===== src/rtl/stitch_pipeline_pkg.sv =====
// Shared definitions for the stitched-pipeline flow controller: stage limits,
// the occupancy width helper and a stage-wide mask type.
package stitch_pipeline_pkg;

    localparam int STAGES_MAX = 16;

    typedef logic [STAGES_MAX-1:0] stage_mask_t;

    function automatic int occ_width(input int n);
        return $clog2(n + 1);
    endfunction

    function automatic int popcount(input stage_mask_t m);
        int c;
        c = 0;
        for (int i = 0; i < STAGES_MAX; i++) begin
            c += int'(m[i]);
        end
        return c;
    endfunction

endpackage


===== src/rtl/stitch_stage_valid.sv =====
// One pipeline bank's valid bit with its accept/load/next-state logic.
// The downstream advance comes in from the next bank (or from out_ready for the last).
module stitch_stage_valid
    import stitch_pipeline_pkg::*;
(
    input  logic clk,
    input  logic rst,
    input  logic flush,
    input  logic src,
    input  logic adv,
    output logic v,
    output logic acc,
    output logic load
);

    // A bank can take a new item when empty or when its current item leaves this cycle.
    assign acc  = ~v | adv;
    assign load = src & acc & ~flush & ~rst;

    always_ff @(posedge clk or posedge rst) begin
        if (rst) begin
            v <= 1'b0;
        end else if (flush) begin
            v <= 1'b0;
        end else if (load) begin
            v <= 1'b1;
        end else if (adv) begin
            v <= 1'b0;
        end
    end

endmodule


===== src/rtl/stitch_pipeline_ctrl.sv =====
// Valid/ready flow controller for a stitched STAGES-deep pipeline: per-bank load
// enables with full throughput, bubble collapse and output backpressure.
module stitch_pipeline_ctrl
    import stitch_pipeline_pkg::*;
#(
    parameter int STAGES = 2,
    localparam int OCC_W = occ_width(STAGES)
) (
    input  logic              clk,
    input  logic              rst,
    input  logic              in_valid,
    output logic              in_ready,
    output logic              out_valid,
    input  logic              out_ready,
    input  logic              flush,
    output logic [STAGES-1:0] stage_load,
    output logic [STAGES-1:0] stage_valid,
    output logic [OCC_W-1:0]  occupancy,
    output logic              idle
);

    // Built last bank first so each bank's advance is the load of the bank after it.
    for (genvar i = 0; i < STAGES; i++) begin : g_stage
        localparam int K = STAGES - 1 - i;
        logic src;
        logic adv;
        logic acc;
        logic load;

        if (K == 0) begin : g_src_in
            assign src = in_valid;
        end else begin : g_src_prev
            assign src = stage_valid[K-1];
        end

        if (i == 0) begin : g_adv_out
            assign adv = stage_valid[K] & out_ready;
        end else begin : g_adv_next
            assign adv = g_stage[i-1].load;
        end

        stitch_stage_valid u_stage (
            .clk   (clk),
            .rst   (rst),
            .flush (flush),
            .src   (src),
            .adv   (adv),
            .v     (stage_valid[K]),
            .acc   (acc),
            .load  (load)
        );

        assign stage_load[K] = load;
    end

    assign in_ready  = g_stage[STAGES-1].acc & ~flush & ~rst;
    assign out_valid = stage_valid[STAGES-1] & ~flush;
    assign occupancy = OCC_W'(popcount(stage_mask_t'(stage_valid)));
    assign idle      = (occupancy == '0) & ~in_valid;

endmodule


===== config.mk =====
export PLATFORM = sky130hd
export DESIGN_NAME = stitch_pipeline_ctrl
export DESIGN_NICKNAME = d
export VERILOG_FILES = /design/src/rtl/stitch_pipeline_pkg.sv /design/src/rtl/stitch_stage_valid.sv /design/src/rtl/stitch_pipeline_ctrl.sv
export SDC_FILE = /design/constraint.sdc
export NUM_CORES = 1
export LEC_CHECK = 0
export ABC_AREA = 1
export CAP_MARGIN = 5
export CORE_AREA = 3 3 40 42
export DETAILED_ROUTE_END_ITERATION = 6
export DIE_AREA = 0 0 43 45
export PLACE_DENSITY_LB_ADDON = 0.15
export SLEW_MARGIN = 40
export SYNTH_ARGS = -nofsm -noshare
export SYNTH_HDL_FRONTEND = slang
export SYNTH_HIERARCHICAL = 1
export SYNTH_SLANG_ARGS = --single-unit

===== constraint.sdc =====
create_clock -name clk -period 1.8 [get_ports clk]
set_input_delay 0.27 -clock clk [delete_from_list [all_inputs] [get_ports clk]]
set_output_delay 0.27 -clock clk [all_outputs]
set_load 0.005 [all_outputs]

==> results_tabular.tex, run 1 <==
\begin{tabular}{lr}
\hline
Metric & Value \\
\hline
\multicolumn{2}{l}{\textbf{Power and ir drop}} \\
\quad Power per standard cell area & 508 nW/µm² \\
\quad Leakage & 0.283 nW \\
\quad Final Power & 0.226 mW \\
\quad Worst VDD drop & 121 µV \\
\multicolumn{2}{l}{\textbf{Layout}} \\
\quad P\&R area growth vs syn & 102\% \\
\quad Final non-filler cell total & 74 \\
\quad Leading cell types in the layout, fill and taps excluded & buf\_4, inv\_1, clkdlybuf4s50\_1, nand2\_1, nor2\_1 \\
\quad Area used by sequential logic in the layout & 50.0 µm² \\
\quad Largest register by flop count & g\_stage.u\_stage/v \\
\quad Layout cells sized above 1 & 40.7\% \\
\quad Nets@finish & 68 \\
\quad Total area of multi-input combinational cells & 111 µm² \\
\quad Number of flip-flops under the largest register name & 2 \\
\quad Number of filler instances in the final layout & 152 \\
\quad Commonest non-fill, non-tap cell in the layout & buf\_4 \\
\quad Diodes inserted & 0 \\
\quad Largest registers ranked by flip-flop count & g\_stage.u\_stage/v: 2 flops \\
\multicolumn{2}{l}{\textbf{Die}} \\
\quad Site row count & 13 \\
\quad Overall die area & 1940 µm² \\
\quad Starting density of the core & 17.1\% \\
\quad Die span in x & 43 µm \\
\quad Core outline area & 1280 µm² \\
\quad Die outline height & 45 µm \\
\quad Number of ports placed on the die boundary & 14 \\
\multicolumn{2}{l}{\textbf{Logic synthesis}} \\
\quad Fraction of the mapped netlist area in adder cells & 11.4\% \\
\quad Count of cell types in the netlist & 10 \\
\quad Portion of netlist area occupied by mux cells & 0\% \\
\quad Synth Area in XOR/XNOR & 0\% \\
\quad Simple-gate share of the synthesized area & 36.9\% \\
\quad Syn Area/Cell & 6.29 µm² \\
\quad Cell Area, Synth & 220 µm² \\
\quad Sequential share of the synthesized area & 22.7\% \\
\quad Syn nets & 42 \\
\quad Dominant combinational cell family by area after synthesis & simple AND/OR/NAND/NOR gates \\
\quad Cells after synthesis & 35 \\
\quad Complex-gate fraction of the synthesized area & 0\% \\
\quad Number of warnings reported in the yosys synthesis log & 6 \\
\quad Number of flip-flops and latches in the synthesized netlist & 2 \\
\multicolumn{2}{l}{\textbf{Worst setup path}} \\
\quad Req. time, crit path & 1.53 ns \\
\quad Largest fanout on the critical path & 5 \\
\quad Setup Crit Path Kind & in2out \\
\quad Endpoint arrival time on the critical path & 1.47 ns \\
\quad Kind of launch point of the worst setup path & primary input \\
\quad Critical path capture point type & output pin \\
\multicolumn{2}{l}{\textbf{Timing}} \\
\quad Max Fclk & 576 MHz \\
\quad Period minus WS final & 1.74 ns \\
\quad Setup repair after global routing missed its margin & yes \\
\quad Final number of setup-violating endpoints & 0 \\
\quad Pins over their slew limit & 0 \\
\quad Share of the clock period used by the worst path after layout & 96.5\% \\
\quad Clock skew after layout & 0.00136 ns \\
\quad Worst rel slew slack & 90.0\% \\
\quad Number of endpoints with negative hold slack in the final report & 0 \\
\quad Actual slew at the worst max-slew pin & 0.150 ns \\
\multicolumn{2}{l}{\textbf{Outcome}} \\
\quad Result of the run & finished, final reports clean \\
\multicolumn{2}{l}{\textbf{Global routing}} \\
\quad Leftover overflow at the end of global routing & 0 \\
\quad Vias in the first global route & 232 \\
\quad Total GRT Usage & 6.66\% \\
\quad Maximum number of pins on one net before global-route repair & 6 \\
\quad Number of antenna violations at the first check in global routing & 0 \\
\quad Global-route wire length before repair & 931 µm \\
\multicolumn{2}{l}{\textbf{Min path}} \\
\quad Class of the most critical hold timing path & in2async \\
\multicolumn{2}{l}{\textbf{Routing}} \\
\quad Number of vias per cell after detailed routing & 3.57 \\
\quad Residual antenna-violating net count after detailed routing & 0 \\
\quad Number of iterations in the first detailed-routing pass & 4 \\
\quad Detailed-route wire length & 552 µm \\
\quad Number of violations reported at the end of detailed-routing iteration 0 & 2 \\
\quad Via Count & 264 \\
\quad Detail-routed net length per standard cell & 7.46 µm \\
\quad DRC Markers & 0 \\
\multicolumn{2}{l}{\textbf{Place}} \\
\quad Number of placed cells counting well taps & 69 \\
\quad Count of input and output buffers & 13 \\
\quad Final Wtd Congestion & 0.670 \\
\quad Total half-perimeter wirelength after legalization and detailed placement & 450 µm \\
\multicolumn{2}{l}{\textbf{CTS}} \\
\quad Number of buffers between clock root and the deepest sink & 2 \\
\quad CTS hold repair buffers & 0 \\
\quad Clk Latency, worst-skew pair & 0.22 ns \\
\quad H-Tree Level Count & 1 \\
\quad Total clock buffers created by CTS & 3 \\
\quad Root buffer selected by CTS & clkbuf\_4 \\
\quad Clock Sink Count & 2 \\
\quad Clock tree from TritonCTS & yes \\
\quad Clock transition at the registers of the reported paths & 0.03 ns \\
\multicolumn{2}{l}{\textbf{Job}} \\
\quad Count of maximum capacitance violations & 0 \\
\hline
\end{tabular}
## final cells by class
class,count,area share (%)
timing repair buffer,24,45.2
multi-input combinational,19,25.0
sequential,2,11.2
inverter,11,9.27
clock buffer,3,5.06
tap,15,4.21
## where the power goes
group / total, mW / switching, mW / internal [mW] / leakage, nW
registers: 0.0520 / 0.00351 / 0.0485 / 0.0266
clock network: 0.0981 / 0.0245 / 0.0735 / 0.0138
logic: 0.0762 / 0.0294 / 0.0468 / 0.242
## kinds of logic (layout without fill, tap and decap cells)
kind of cell             Yosys count  in the layout
adder cells (fa/ha/maj)            2              2
AND/OR/NAND/NOR                   17             17
buffers and inverters             14             38
flip-flops                         2              2
## per-layer routing
layer  up-vias  part of all wire, %  GRT usage [%]
li1        144                    -              -
met1       111                   51           8.89
met2         9                   41           8.08
met3         0                  7.6           2.79
met4         0                    0           5.42
met5         -                    0              0
## worst max-delay path, stage by stage
cell and delay, ns:
clkdlybuf4s50_1 0.43, buf_4 0.16, nor2_1 0.10, clkdlybuf4s50_1 0.50
## synthesized netlist by cell type
library cell,instances,share of area (%)
inv_1,7,12
nand2_1,6,10
nor2_1,5,8.5
inv_2,4,6.8
buf_4,3,10
dfrtp_1,2,23
ha_1,2,11
nand2_2,2,5.7
nand3b_1,2,6.8
nor2_2,2,5.7
## through the flow
stage | util (%) | hold WS, ns | worst slack (ns) | area (µm²) | TNS (ns)
finish | 34.7 | 0.363 | 0.0634 | 445 | 0
global route | 34.7 | 0.382 | -0.0257 | 445 | -0.0257
CTS | 34.6 | 0.360 | 0.00950 | 444 | 0
detailed placement | 32.2 | 0.593 | -0.314 | 414 | -0.755
global placement | 32.2 | 0.614 | -0.312 | 414 | -0.765
floorplan | - | -0.00129 | 0.448 | 220 | 0
## path summary, 6_finish.rpt
| path | slack, ns | end | cells after the start | startpoint |
|---|---|---|---|---|
| max | 0.06 | out_valid | 4 | flush |
| min | 0.36 | g_stage[1].u_stage/v | 3 | rst |
| max reg2reg | 0.71 | g_stage[1].u_stage/v | 10 | g_stage[0].u_stage/v |
| min reg2reg | 0.64 | g_stage[0].u_stage/v | 3 | g_stage[0].u_stage/v |
| max in group asynchronous | 1.35 | g_stage[0].u_stage/v | 3 | rst |
| min in group clk | 0.64 | g_stage[0].u_stage/v | 3 | g_stage[0].u_stage/v |
## what timing repair did
| action | 4_1_cts | 5_1_grt |
|---|---|---|
| resized for setup | 7 | 4 |
| setup buffers | 1 | 1 |
| setup endpoints to repair | 5 | 2 |
(Power assumes the default switching activity.)
==> run 2: changes to the inputs <==
--- a/config.mk
+++ b/config.mk
@@ -11,6 +11,7 @@
 export DETAILED_ROUTE_END_ITERATION = 6
 export DIE_AREA = 0 0 43 45
 export PLACE_DENSITY_LB_ADDON = 0.15
+export SKIP_CTS_REPAIR_TIMING = 1
 export SLEW_MARGIN = 40
 export SYNTH_ARGS = -nofsm -noshare
 export SYNTH_HDL_FRONTEND = slang
==> run 2 against run 1 <==
Compared with the run above:
- highest routed layer unchanged
- die area unchanged
- largest cell class unchanged
- clock power about the same
- combinational power up 1%
==> results_tabular.tex, run 2 (synthesis gave the netlist of run 1 again) <==
\begin{tabular}{lr}
\hline
Metric & Value \\
\hline
\multicolumn{2}{l}{\textbf{Worst setup path}} \\
\quad Internal reg-to-reg setup slack & 0.77 ns (was 0.71 ns) \\
\quad Req. time, crit path & 1.53 ns (about the same) \\
\quad Slowest cell on crit path & clkdlybuf4s50\_1 (unchanged) \\
\quad Most prevalent standard cell on the critical path & clkdlybuf4s50\_1 (unchanged) \\
\quad Crit-path cells & clkdlybuf4s50\_1 > buf\_4 > nor2\_1 > clkdlybuf4s50\_1 (unchanged) \\
\quad Critical path capture point & out\_valid (unchanged) \\
\quad Endpoint arrival time on the critical path & 1.46 ns (was 1.47 ns) \\
\quad Number of cell instances on the worst register-to-register path & 7 (was 10) \\
\quad Critical Path Stages & 4 (unchanged) \\
\quad Beginning of the worst register-to-register path & g\_stage[0].u\_stage/v (unchanged) \\
\quad Family with the most delay on the worst path & buffers and inverters (unchanged) \\
\quad Setup Crit Path Kind & in2out (unchanged) \\
\quad Kind of launch point of the worst setup path & primary input (unchanged) \\
\quad Maximum cell stage delay along the critical path & 0.50 ns (about the same) \\
\quad CP startpoint & flush (unchanged) \\
\quad Bufs and invs on worst path & 3 (unchanged) \\
\quad Largest fanout on the critical path & 5 (unchanged) \\
\quad Critical path capture point type & output pin (unchanged) \\
\quad Terminus of the critical flop-to-flop path & g\_stage[1].u\_stage/v (unchanged) \\
\multicolumn{2}{l}{\textbf{Layout}} \\
\quad Share of the core filled with cells in the final layout & 35.3\% (was 34.7\%) \\
\quad Layout cells sized above 1 & 37.9\% (was 40.7\%) \\
\quad Nets@finish & 67 (was 68) \\
\quad Largest register by flop count & g\_stage.u\_stage/v (unchanged) \\
\quad Commonest non-fill, non-tap cell in the layout & buf\_4 (unchanged) \\
\quad Number of filler instances in the final layout & 146 (was 152) \\
\quad P\&R area growth vs syn & 106\% (was 102\%) \\
\quad Diodes inserted & 0 (unchanged) \\
\quad Leading cell types in the layout, fill and taps excluded & buf\_4, clkdlybuf4s50\_1, inv\_1, nand2\_1, nor2\_1 (was buf\_4, inv\_1, clkdlybuf4s50\_1, nand2\_1, nor2\_1) \\
\quad Largest registers ranked by flip-flop count & g\_stage.u\_stage/v: 2 flops (unchanged) \\
\quad Area used by sequential logic in the layout & 50.0 µm² (unchanged) \\
\quad Number of flip-flops under the largest register name & 2 (unchanged) \\
\quad Total area of multi-input combinational cells & 111 µm² (unchanged) \\
\quad Final non-filler cell total & 73 (was 74) \\
\multicolumn{2}{l}{\textbf{Place}} \\
\quad Total half-perimeter wirelength after legalization and detailed placement & 450 µm (unchanged) \\
\quad Final Wtd Congestion & 0.670 (unchanged) \\
\quad Count of input and output buffers & 13 (unchanged) \\
\quad Number of placed cells counting well taps & 69 (unchanged) \\
\multicolumn{2}{l}{\textbf{Timing}} \\
\quad Final number of setup-violating endpoints & 0 (unchanged) \\
\quad Post-route worst hold slack & 0.364 ns (was 0.363 ns) \\
\quad Clock skew after layout & 0.00131 ns (was 0.00136 ns) \\
\quad Setup TNS after final layout & 0 ns (unchanged) \\
\quad Period minus WS final & 1.73 ns (was 1.74 ns) \\
\quad Pins over their slew limit & 0 (unchanged) \\
\quad Share of the clock period used by the worst path after layout & 96.2\% (was 96.5\%) \\
\quad Actual slew at the worst max-slew pin & 0.155 ns (was 0.150 ns) \\
\quad Setup repair after global routing missed its margin & yes (unchanged) \\
\quad Number of endpoints with negative hold slack in the final report & 0 (unchanged) \\
\quad Worst rel slew slack & 89.7\% (was 90.0\%) \\
\quad Max Fclk & 578 MHz (was 576 MHz) \\
\multicolumn{2}{l}{\textbf{CTS}} \\
\quad Clock Sink Count & 2 (unchanged) \\
\quad Number of buffers between clock root and the deepest sink & 2 (unchanged) \\
\quad Clk Latency, worst-skew pair & 0.22 ns (about the same) \\
\quad Root buffer selected by CTS & clkbuf\_4 (unchanged) \\
\quad Total clock buffers created by CTS & 3 (unchanged) \\
\quad Clock transition at the registers of the reported paths & 0.03 ns (about the same) \\
\quad H-Tree Level Count & 1 (unchanged) \\
\quad Clock tree from TritonCTS & yes (unchanged) \\
\multicolumn{2}{l}{\textbf{Routing}} \\
\quad Residual antenna-violating net count after detailed routing & 0 (unchanged) \\
\quad Detailed-route wire length & 551 µm (was 552 µm) \\
\quad Via Count & 262 (was 264) \\
\quad Number of vias per cell after detailed routing & 3.59 (was 3.57) \\
\quad DRC Markers & 0 (unchanged) \\
\quad Number of violations reported at the end of detailed-routing iteration 0 & 1 (was 2) \\
\quad Detail-routed net length per standard cell & 7.55 µm (was 7.46 µm) \\
\quad Number of iterations in the first detailed-routing pass & 4 (unchanged) \\
\multicolumn{2}{l}{\textbf{Die}} \\
\quad Starting density of the core & 17.1\% (unchanged) \\
\quad Overall die area & 1940 µm² (unchanged) \\
\quad Die span in x & 43 µm (unchanged) \\
\quad Die outline height & 45 µm (unchanged) \\
\quad Number of ports placed on the die boundary & 14 (unchanged) \\
\quad Site row count & 13 (unchanged) \\
\quad Core outline area & 1280 µm² (unchanged) \\
\multicolumn{2}{l}{\textbf{Global routing}} \\
\quad Leftover overflow at the end of global routing & 0 (unchanged) \\
\quad Met3 track demand over resource & 2.79\% (unchanged) \\
\quad Number of antenna violations at the first check in global routing & 0 (unchanged) \\
\quad Vias in the first global route & 227 (was 232) \\
\quad Global-route wire length before repair & 890 µm (was 931 µm) \\
\quad Met1 layer usage reported by global route & 8.17\% (was 8.89\%) \\
\quad Grt met2 use & 8.08\% (unchanged) \\
\quad Total GRT Usage & 6.41\% (was 6.66\%) \\
\quad Maximum number of pins on one net before global-route repair & 6 (unchanged) \\
\quad Most used routing layer in global routing & met1 (unchanged) \\
\multicolumn{2}{l}{\textbf{Power and ir drop}} \\
\quad Leakage & 0.308 nW (was 0.283 nW) \\
\quad Worst VDD drop & 126 µV (was 121 µV) \\
\quad Power per standard cell area & 501 nW/µm² (was 508 nW/µm²) \\
\multicolumn{2}{l}{\textbf{Min path}} \\
\quad Class of the most critical hold timing path & in2async (unchanged) \\
\multicolumn{2}{l}{\textbf{Job}} \\
\quad Count of maximum capacitance violations & 0 (unchanged) \\
\multicolumn{2}{l}{\textbf{Outcome}} \\
\quad Result of the run & finished, final reports clean (unchanged) \\
\hline
\end{tabular}
==> run 2: area by class of cell <==
cell class,instances,share of cell area (%)
flip-flops and latches,2,11.0
inverters,11,9.09
repair buffers,23,46.3
clock buffers,3,4.96
multi-input cells,19,24.5
well taps,15,4.13
==> run 2: per-stage QoR <==
| step | cell area, µm² | worst slack [ns] | power [mW] |
|---|---|---|---|
| CTS | 437 | -0.316 | 0.236 |
| floorplan | 220 | 0.448 | 0.0823 |
| global placement | 414 | -0.312 | 0.132 |
| finish | 454 | 0.0691 | 0.228 |
| detailed placement | 414 | -0.314 | 0.132 |
| global route | 454 | -0.0215 | 0.247 |
==> run 2: how the worst min path moves through the flow <==
stage	startpoint	end	slack, ns	depth (start not counted)
finish	rst	g_stage[1].u_stage/v	0.36	3
detailed placement	rst	g_stage[0].u_stage/v	0.59	3
floorplan	rst	g_stage[0].u_stage/v	-0.001	1
global placement	rst	g_stage[1].u_stage/v	0.61	3
CTS	rst	g_stage[1].u_stage/v	0.36	3
global route	rst	g_stage[0].u_stage/v	0.38	3
==> run 2: power breakdown <==
group          internal (mW)  switching, mW  total, mW
Combinational         0.0483         0.0287     0.0770
Sequential            0.0485        0.00397     0.0525
Clock                 0.0735         0.0246     0.0981
Total                  0.170         0.0573      0.228
==> run 2: worst min-delay path: cells and delay by family <==
| family | cells | cell delay, ns |
|---|---|---|
| buffers and inverters | 3 | 0.62 |
==> run 2: routing by layer <==
metal	part of all wire, %	up-vias
met3	6.7	0
met5	0	-
met1	52	111
li1	-	142
met2	41	9
met4	0	0
